File: config.mk
export PLATFORM = sky130hd
export DESIGN_NAME = crddrop_gen_flat
export DESIGN_NICKNAME = d
export VERILOG_FILES = /design/src/rtl/crddrop_pkg.sv /design/src/rtl/crddrop_if.sv /design/src/rtl/crddrop_gen_reg_fifo.sv /design/src/rtl/crddrop_gen.sv /design/src/flat_wrapper.sv
export SDC_FILE = /design/constraint.sdc
export NUM_CORES = 1
export LEC_CHECK = 0
export ABC_CLOCK_PERIOD_IN_PS = 3550
export BUFFER_PORTS_ARGS = -buffer_cell sky130_fd_sc_hd__buf_2
export CAP_MARGIN = 20
export CORE_ASPECT_RATIO = 0.7
export CORE_MARGIN = 5
export CORE_UTILIZATION = 54
export CTS_CLUSTER_DIAMETER = 200
export DETAILED_ROUTE_END_ITERATION = 12
export PLACE_DENSITY = 0.85
export SLEW_MARGIN = 20
export SYNTH_ARGS = -nofsm -noshare
export SYNTH_HDL_FRONTEND = slang
export SYNTH_SLANG_ARGS = --single-unit
File: constraint.sdc
create_clock -name clk -period 3.55 [get_ports clk]
set_input_delay 0.71 -clock clk [delete_from_list [all_inputs] [get_ports clk]]
set_output_delay 0.71 -clock clk [all_outputs]
set_load 0.01 [all_outputs]
File: src/rtl/crddrop_pkg.sv
// Shared definitions for the coordinate-drop block: token decoding helpers,
// control-token constants and the drop-mode FSM states.
package crddrop_pkg;

    function automatic int tok_w(input int data_w);
        return data_w + 1;
    endfunction

    localparam logic [16:0] DONE_TOKEN = 17'h10100;
    localparam logic [1:0]  SEL_STOP   = 2'b00;
    localparam logic [1:0]  SEL_DONE   = DONE_TOKEN[9:8];

    typedef enum logic [1:0] {START, PEEK, FIBER, DONE} state_t;

    function automatic logic is_ctrl(input logic msb);
        return msb;
    endfunction

    function automatic logic is_stop(input logic msb, input logic [1:0] sel);
        return msb && (sel == SEL_STOP);
    endfunction

    function automatic logic is_done(input logic msb, input logic [1:0] sel);
        return msb && (sel == SEL_DONE);
    endfunction

    // Non-stop payloads report an impossible level so callers never see a false level 0.
    function automatic logic [7:0] stop_lvl(input logic [9:0] lo);
        return (lo[9:8] == SEL_STOP) ? lo[7:0] : 8'hFF;
    endfunction

endpackage

File: src/rtl/crddrop_if.sv
// Outer/inner coordinate stream handshakes; slave is the block, master the environment.
interface crddrop_if #(parameter int DATA_W = 16);
    import crddrop_pkg::*;

    localparam int TW = tok_w(DATA_W);

    logic [TW-1:0] outer_in;
    logic          outer_in_valid;
    logic          outer_in_ready;
    logic [TW-1:0] inner_in;
    logic          inner_in_valid;
    logic          inner_in_ready;
    logic [TW-1:0] outer_out;
    logic          outer_out_valid;
    logic          outer_out_ready;
    logic [TW-1:0] inner_out;
    logic          inner_out_valid;
    logic          inner_out_ready;

    modport slave (
        input  outer_in, outer_in_valid, inner_in, inner_in_valid,
        input  outer_out_ready, inner_out_ready,
        output outer_in_ready, inner_in_ready,
        output outer_out, outer_out_valid, inner_out, inner_out_valid
    );

    modport master (
        output outer_in, outer_in_valid, inner_in, inner_in_valid,
        output outer_out_ready, inner_out_ready,
        input  outer_in_ready, inner_in_ready,
        input  outer_out, outer_out_valid, inner_out, inner_out_valid
    );

endinterface

File: src/rtl/crddrop_gen_reg_fifo.sv
// Small registered FIFO; the head is presented combinationally and reads as zero when empty.
module reg_fifo #(
    parameter int WIDTH = 17,
    parameter int DEPTH = 2
) (
    input  logic             clk,
    input  logic             rst_n,
    input  logic             clk_en,
    input  logic             flush,
    input  logic             wr_en,
    input  logic [WIDTH-1:0] wr_data,
    input  logic             rd_en,
    output logic [WIDTH-1:0] rd_data,
    output logic             full,
    output logic             empty
);
    localparam int AW = $clog2(DEPTH);

    logic [WIDTH-1:0] mem [DEPTH];
    logic [AW-1:0]    wr_ptr;
    logic [AW-1:0]    rd_ptr;
    logic [AW:0]      count;
    logic             do_wr;
    logic             do_rd;

    assign full    = (count == (AW+1)'(DEPTH));
    assign empty   = (count == '0);
    assign do_wr   = wr_en && clk_en && !full;
    assign do_rd   = rd_en && clk_en && !empty;
    assign rd_data = empty ? '0 : mem[rd_ptr];

    always_ff @(posedge clk) begin
        if (do_wr) mem[wr_ptr] <= wr_data;
    end

    // DEPTH is a power of two, so the pointers wrap on their own.
    always_ff @(posedge clk or negedge rst_n) begin
        if (!rst_n) begin
            wr_ptr <= '0;
            rd_ptr <= '0;
            count  <= '0;
        end else if (flush) begin
            wr_ptr <= '0;
            rd_ptr <= '0;
            count  <= '0;
        end else begin
            if (do_wr) wr_ptr <= wr_ptr + AW'(1);
            if (do_rd) rd_ptr <= rd_ptr + AW'(1);
            case ({do_wr, do_rd})
                2'b10:   count <= count + (AW+1)'(1);
                2'b01:   count <= count - (AW+1)'(1);
                default: count <= count;
            endcase
        end
    end

endmodule

File: src/rtl/crddrop_gen.sv
// Drops outer coordinates whose inner fiber is empty, forwarding both streams
// through output FIFOs; drop_en=0 turns it into a plain two-stream pass-through.
module crddrop_gen
    import crddrop_pkg::*;
#(
    parameter int DATA_W     = 16,
    parameter int FIFO_DEPTH = 2,
    parameter int CNT_W      = 16
) (
    input  logic             clk,
    input  logic             rst_n,
    input  logic             clk_en,
    input  logic             flush,
    input  logic             tile_en,
    input  logic             drop_en,
    crddrop_if.slave         bus,
    output logic [CNT_W-1:0] drop_count
);
    localparam int TW = tok_w(DATA_W);

    state_t        state;
    state_t        state_nxt;
    logic          armed;
    logic          run;
    logic          pass_mode;
    logic          o_vld, o_data, o_stop, o_done;
    logic          i_vld, i_data, i_stop, i_done, i_lvl0;
    logic          o_rdy, i_rdy, o_keep, i_keep, drop_hit;
    logic          o_fire, i_fire;
    logic          o_full, i_full, o_empty, i_empty;
    logic [TW-1:0] o_head, i_head;

    // armed keeps readies low in the first cycle after reset or flush.
    always_ff @(posedge clk or negedge rst_n) begin
        if (!rst_n)      armed <= 1'b0;
        else if (flush)  armed <= 1'b0;
        else if (clk_en) armed <= 1'b1;
    end

    assign run       = armed && !flush && tile_en;
    assign pass_mode = (state == START) && !drop_en;

    assign o_vld  = bus.outer_in_valid && run;
    assign o_data = o_vld && !is_ctrl(bus.outer_in[TW-1]);
    assign o_stop = o_vld && is_stop(bus.outer_in[TW-1], bus.outer_in[9:8]);
    assign o_done = o_vld && is_done(bus.outer_in[TW-1], bus.outer_in[9:8]);
    assign i_vld  = bus.inner_in_valid && run;
    assign i_data = i_vld && !is_ctrl(bus.inner_in[TW-1]);
    assign i_stop = i_vld && is_stop(bus.inner_in[TW-1], bus.inner_in[9:8]);
    assign i_done = i_vld && is_done(bus.inner_in[TW-1], bus.inner_in[9:8]);
    assign i_lvl0 = (stop_lvl(bus.inner_in[9:0]) == 8'd0);

    assign o_fire = o_vld && o_rdy && clk_en;
    assign i_fire = i_vld && i_rdy && clk_en;

    always_ff @(posedge clk or negedge rst_n) begin
        if (!rst_n)      state <= START;
        else if (flush)  state <= START;
        else if (clk_en) state <= state_nxt;
    end

    always_comb begin
        state_nxt = state;
        case (state)
            START: begin
                if (!pass_mode && o_fire && o_done) state_nxt = DONE;
                else if (!pass_mode && o_data)      state_nxt = PEEK;
            end
            PEEK:    if (o_fire) state_nxt = i_data ? FIBER : START;
            FIBER:   if (i_fire && i_stop) state_nxt = START;
            DONE:    state_nxt = START;
            default: state_nxt = START;
        endcase
    end

    // o_keep/i_keep say whether a popped token is also written to its output FIFO.
    always_comb begin
        o_rdy    = 1'b0;
        i_rdy    = 1'b0;
        o_keep   = 1'b0;
        i_keep   = 1'b0;
        drop_hit = 1'b0;
        if (run) begin
            if (pass_mode) begin
                o_rdy  = !o_full;
                i_rdy  = !i_full;
                o_keep = 1'b1;
                i_keep = 1'b1;
            end else begin
                case (state)
                    START: begin
                        if (o_stop) begin
                            o_rdy  = !o_full;
                            o_keep = 1'b1;
                        end else if (o_done && i_done && !o_full && !i_full) begin
                            o_rdy  = 1'b1;
                            i_rdy  = 1'b1;
                            o_keep = 1'b1;
                            i_keep = 1'b1;
                        end
                    end
                    PEEK: begin
                        if (o_data && i_data) begin
                            o_rdy  = !o_full;
                            o_keep = 1'b1;
                        end else if (o_data && i_stop && i_lvl0) begin
                            o_rdy    = 1'b1;
                            i_rdy    = 1'b1;
                            drop_hit = clk_en;
                        end else if (o_data && i_stop && !i_full) begin
                            o_rdy    = 1'b1;
                            i_rdy    = 1'b1;
                            i_keep   = 1'b1;
                            drop_hit = clk_en;
                        end
                    end
                    FIBER: begin
                        if (i_data || i_stop) begin
                            i_rdy  = !i_full;
                            i_keep = 1'b1;
                        end
                    end
                    default: begin
                        o_rdy = 1'b0;
                        i_rdy = 1'b0;
                    end
                endcase
            end
        end
    end

    assign bus.outer_in_ready = o_rdy;
    assign bus.inner_in_ready = i_rdy;

    always_ff @(posedge clk or negedge rst_n) begin
        if (!rst_n)                                drop_count <= '0;
        else if (flush)                            drop_count <= '0;
        else if (drop_hit && (drop_count != '1))   drop_count <= drop_count + CNT_W'(1);
    end

    reg_fifo #(.WIDTH(TW), .DEPTH(FIFO_DEPTH)) u_outer_fifo (
        .clk     (clk),
        .rst_n   (rst_n),
        .clk_en  (clk_en),
        .flush   (flush),
        .wr_en   (o_fire && o_keep),
        .wr_data (bus.outer_in),
        .rd_en   (bus.outer_out_ready && tile_en),
        .rd_data (o_head),
        .full    (o_full),
        .empty   (o_empty)
    );

    reg_fifo #(.WIDTH(TW), .DEPTH(FIFO_DEPTH)) u_inner_fifo (
        .clk     (clk),
        .rst_n   (rst_n),
        .clk_en  (clk_en),
        .flush   (flush),
        .wr_en   (i_fire && i_keep),
        .wr_data (bus.inner_in),
        .rd_en   (bus.inner_out_ready && tile_en),
        .rd_data (i_head),
        .full    (i_full),
        .empty   (i_empty)
    );

    assign bus.outer_out       = o_head;
    assign bus.outer_out_valid = !o_empty && tile_en;
    assign bus.inner_out       = i_head;
    assign bus.inner_out_valid = !i_empty && tile_en;

endmodule

File: src/flat_wrapper.sv
// flat-port wrapper written by rule: the top's interface ports become plain ports
module crddrop_gen_flat import crddrop_pkg::*;
#(
    parameter int DATA_W     = 16,
    parameter int FIFO_DEPTH = 2,
    parameter int CNT_W      = 16
)
  (clk, rst_n, clk_en, flush, tile_en, drop_en, drop_count, bus_outer_in, bus_outer_in_valid, bus_inner_in, bus_inner_in_valid, bus_outer_out_ready, bus_inner_out_ready, bus_outer_in_ready, bus_inner_in_ready, bus_outer_out, bus_outer_out_valid, bus_inner_out, bus_inner_out_valid);
  crddrop_if #(.DATA_W(DATA_W)) bus_i ();
  input  logic clk;
  input  logic rst_n;
  input  logic clk_en;
  input  logic flush;
  input  logic tile_en;
  input  logic drop_en;
  output logic [CNT_W-1:0] drop_count;
  input wire logic [$bits(bus_i.outer_in)-1:0] bus_outer_in;
  input wire logic [$bits(bus_i.outer_in_valid)-1:0] bus_outer_in_valid;
  input wire logic [$bits(bus_i.inner_in)-1:0] bus_inner_in;
  input wire logic [$bits(bus_i.inner_in_valid)-1:0] bus_inner_in_valid;
  input wire logic [$bits(bus_i.outer_out_ready)-1:0] bus_outer_out_ready;
  input wire logic [$bits(bus_i.inner_out_ready)-1:0] bus_inner_out_ready;
  output wire logic [$bits(bus_i.outer_in_ready)-1:0] bus_outer_in_ready;
  output wire logic [$bits(bus_i.inner_in_ready)-1:0] bus_inner_in_ready;
  output wire logic [$bits(bus_i.outer_out)-1:0] bus_outer_out;
  output wire logic [$bits(bus_i.outer_out_valid)-1:0] bus_outer_out_valid;
  output wire logic [$bits(bus_i.inner_out)-1:0] bus_inner_out;
  output wire logic [$bits(bus_i.inner_out_valid)-1:0] bus_inner_out_valid;
  assign bus_i.outer_in = bus_outer_in;
  assign bus_i.outer_in_valid = bus_outer_in_valid;
  assign bus_i.inner_in = bus_inner_in;
  assign bus_i.inner_in_valid = bus_inner_in_valid;
  assign bus_i.outer_out_ready = bus_outer_out_ready;
  assign bus_i.inner_out_ready = bus_inner_out_ready;
  assign bus_outer_in_ready = bus_i.outer_in_ready;
  assign bus_inner_in_ready = bus_i.inner_in_ready;
  assign bus_outer_out = bus_i.outer_out;
  assign bus_outer_out_valid = bus_i.outer_out_valid;
  assign bus_inner_out = bus_i.inner_out;
  assign bus_inner_out_valid = bus_i.inner_out_valid;
  crddrop_gen #(.DATA_W(DATA_W), .FIFO_DEPTH(FIFO_DEPTH), .CNT_W(CNT_W)) u_core (.clk(clk), .rst_n(rst_n), .clk_en(clk_en), .flush(flush), .tile_en(tile_en), .drop_en(drop_en), .bus(bus_i), .drop_count(drop_count));
endmodule
==> flow_summary.yaml <==
die:
  core-area_mm2: 0.00791
  rows: 27
  die_h_um: 85.6
  dieArea_mm2: 0.0101
  fp.dieW_um: 118
  io_pins: 98
  start_util: 0.558
clock_tree:
  clkLatencyLatePin_ns: 0.34
  path_clk_slew_ns: 0.07
  cts_inserted_buffers: 9
  cts_tree: "yes"
  cts.path.max_buffers: 2
  cts_setup_buffers: 0
  htreeDepth: 3
  clock-sinks: 95
  cts.hold.buffers_added: 0
  cts-root-buf: "clkbuf_16"
  cts_resized: 0
place:
  dp.cells: 558
  dpl.hpwl_um: 6870
  place.gp.congestion: 0.930
  portBuffers: 97
sta:
  fin_skew_ns: 0.00886
  fin_crit_sh: 0.882
  setup_tns_ns: 0
  max_slew_margin: 0.362
  setup_violations: 0
  drv_slew: 0
  fmax_mhz: 319
  grt_setup_unrepaired: "no"
  worst_pin_slew_ns: 0.957
  hold_violations: 0
  layout_min_cycle_time_ns: 3.13
routing:
  vias_per_cell: 5.76
  dr.pass1.iters: 5
  wl_per_cell_um: 16.9
  drc: 0
  route.antenna.remaining_nets: 0
  vias: 3308
  drt_wl_total_um: 9720
  drt-initial-drc-count: 304
logic_synthesis:
  synth.area.top_cells: "edfxtp_1 46%, dfrtp_1 15%, mux2i_1 7.7%, nor2_1 5.4%, xor2_1 1.8%"
  async_flop_share: 0.284
  synth_fp_nets: 413
  synth_top_area_cell: "edfxtp_1"
  netlist_instances: 368
  synth_top_area_share: 0.463
  yosysSeqAreaShare: 0.616
  yosys_warnings: 0
  synth-edff-count: 68
  synthFlopType: "edfxtp_1"
  syn_area_mm2: 0.00441
  synth_commonest_cells: "68 x edfxtp_1, 64 x nor2_1, 34 x mux2i_1, 27 x dfrtp_1, 16 x clkbuf_1"
  synth-seq-cells: 95
  ys_types: 49
  synthMostInstantiatedCell: "edfxtp_1"
  synth_area_per_cell_um2: 12.0
critical_path:
  cp.required_ns: 2.84
  critPathLaunchType: "input pin"
  critPathMaxFanout: 7
  rrSetupSlack_ns: 0.75
  worstSetupEndpointType: "output pin"
  critPathArrivalTime_ns: 2.42
  critical-path-slowest-cell: "nor3_1"
  worst-path-buf-inv: 2
  path_cells: "buf_2 > nand3b_1 > nor3_1 > nand4_1 > a21oi_1 > nor2_1 > nor2_1 > buf_2"
  critPathKind: "input pin to output pin"
  cp_slowest_stage_delay_ns: 0.53
  cp_top_family: "simple AND/OR/NAND/NOR gates"
global_route:
  grt_max_degree: 37
  antenna_found_initial: 1
  grt_pass1_vias: 3311
  grt_overflow: 0
  grt_usage: 0.195
  grt_pass1_wl_um: 16000
pwr:
  vdd_drop_max_mv: 0.252
  powerDensity_mw_per_mm2: 413
  p_leak_uw: 0.00211
finish:
  antennaDiodeCount: 0
  fillers: 594
  regArea_mm2: 0.00272
  finalNetCount: 513
  layout-drive-gt1-share: 0.271
  syn2layout_area_growth_pct: 20.3
  finalNonFillerCells: 574
  multi_input_comb_area_mm2: 0.00161
worst_hold_path:
  min_path_type: "input pin to async pin"
status:
  status: "finished, final reports clean"
flow_run:
  maxCapViolCount: 0
## per-layer routing
metal | vias to the layer above | track usage | share of wire
met4 | 2 | 0.0615 | 0.015
met1 | 1570 | 0.243 | 0.42
met3 | 26 | 0.0541 | 0.074
li1 | 1564 | - | -
met2 | 146 | 0.335 | 0.49
met5 | - | 0 | 0.00072
## sequential cells by signal, indices dropped and copies added (netlist names)
| signal | count |
|---|---|
| u_core.u_outer_fifo.wr_ptr | 1 |
| u_core.state | 2 |
| u_core.u_inner_fifo.count | 2 |
| u_core.u_inner_fifo.wr_ptr | 1 |
| u_core.armed | 1 |
| u_core.u_outer_fifo.mem | 34 |
| u_core.u_inner_fifo.rd_ptr | 1 |
| u_core.u_inner_fifo.mem | 34 |
| u_core.drop_count | 16 |
| u_core.u_outer_fifo.rd_ptr | 1 |
| u_core.u_outer_fifo.count | 2 |
## worst paths after layout
path	from	to	cells after the start
setup / recovery	tile_en	bus_inner_in_ready	8
hold / removal	rst_n	u_core.drop_count[15]$_DFFE_PN0P_	1
setup reg to reg	u_core.state[0]$_DFFE_PN0P_	u_core.u_outer_fifo.mem[0][9]$_DFFE_PP_	7
hold reg to reg	u_core.drop_count[1]$_DFFE_PN0P_	u_core.drop_count[1]$_DFFE_PN0P_	2
max in group asynchronous	rst_n	u_core.drop_count[7]$_DFFE_PN0P_	1
min in group clk	bus_inner_in[12]	u_core.u_inner_fifo.mem[1][12]$_DFFE_PP_	1
## power breakdown
group | total (uW) | internal [uW] | switching, uW | leakage (uW)
Clock | 917 | 490 | 427 | 0.000143
Sequential | 1200 | 1190 | 2.63 | 0.000987
Combinational | 82.3 | 31.8 | 50.5 | 0.000983
## cell type report
class                   count  area share
multi-input cells         252       0.304
clock inverters             7      0.0113
clock buffers               9      0.0424
repair buffers            105       0.103
flip-flops and latches     95       0.512
inverters                   5     0.00354
well taps                 101      0.0238
## logic make-up after synthesis
family	after synthesis	share of synthesized area
and+or+nand+nor	160	0.192
DFF	95	0.616
AOI/OAI and AO/OA	45	0.0692
muxes	35	0.0797
buffers and inverters	21	0.0179
xor gates and xnor gates	11	0.0218
adders and majority gates	1	0.00284
## placed cells by master (no fill, tap or decap), types with 3 or more instances in the layout
cell type,instances
nor4_1,5
edfxtp_1,68
buf_4,8
nor2_1,64
nand4_1,7
inv_1,5
nand4b_1,3
nand2b_1,5
dfrtp_1,27
nor2b_1,9
nand2_1,15
or4_1,3
nand3_1,10
nor3_1,7
inv_6,4
buf_2,97
and3_1,6
a21oi_1,14
o21ai_0,11
nor3b_1,3
clkbuf_16,9
o31ai_1,4
or3_1,10
mux2i_1,34
xor2_1,9
## metrics by stage
stage	total power (uW)	worst slack, ns	util	hold slack (ns)	instance area [um2]
3_5_place_dp	1300	0.370	0.635	0.550	5020
3_3_place_gp	1300	0.467	0.635	0.541	5020
6_report	2190	0.417	0.671	0.382	5310
5_1_grt	2270	0.296	0.671	0.433	5310
4_1_cts	2210	0.522	0.671	0.408	5310
2_1_floorplan	1250	0.428	-	0.414	4410
(Power assumes the default switching activity.)
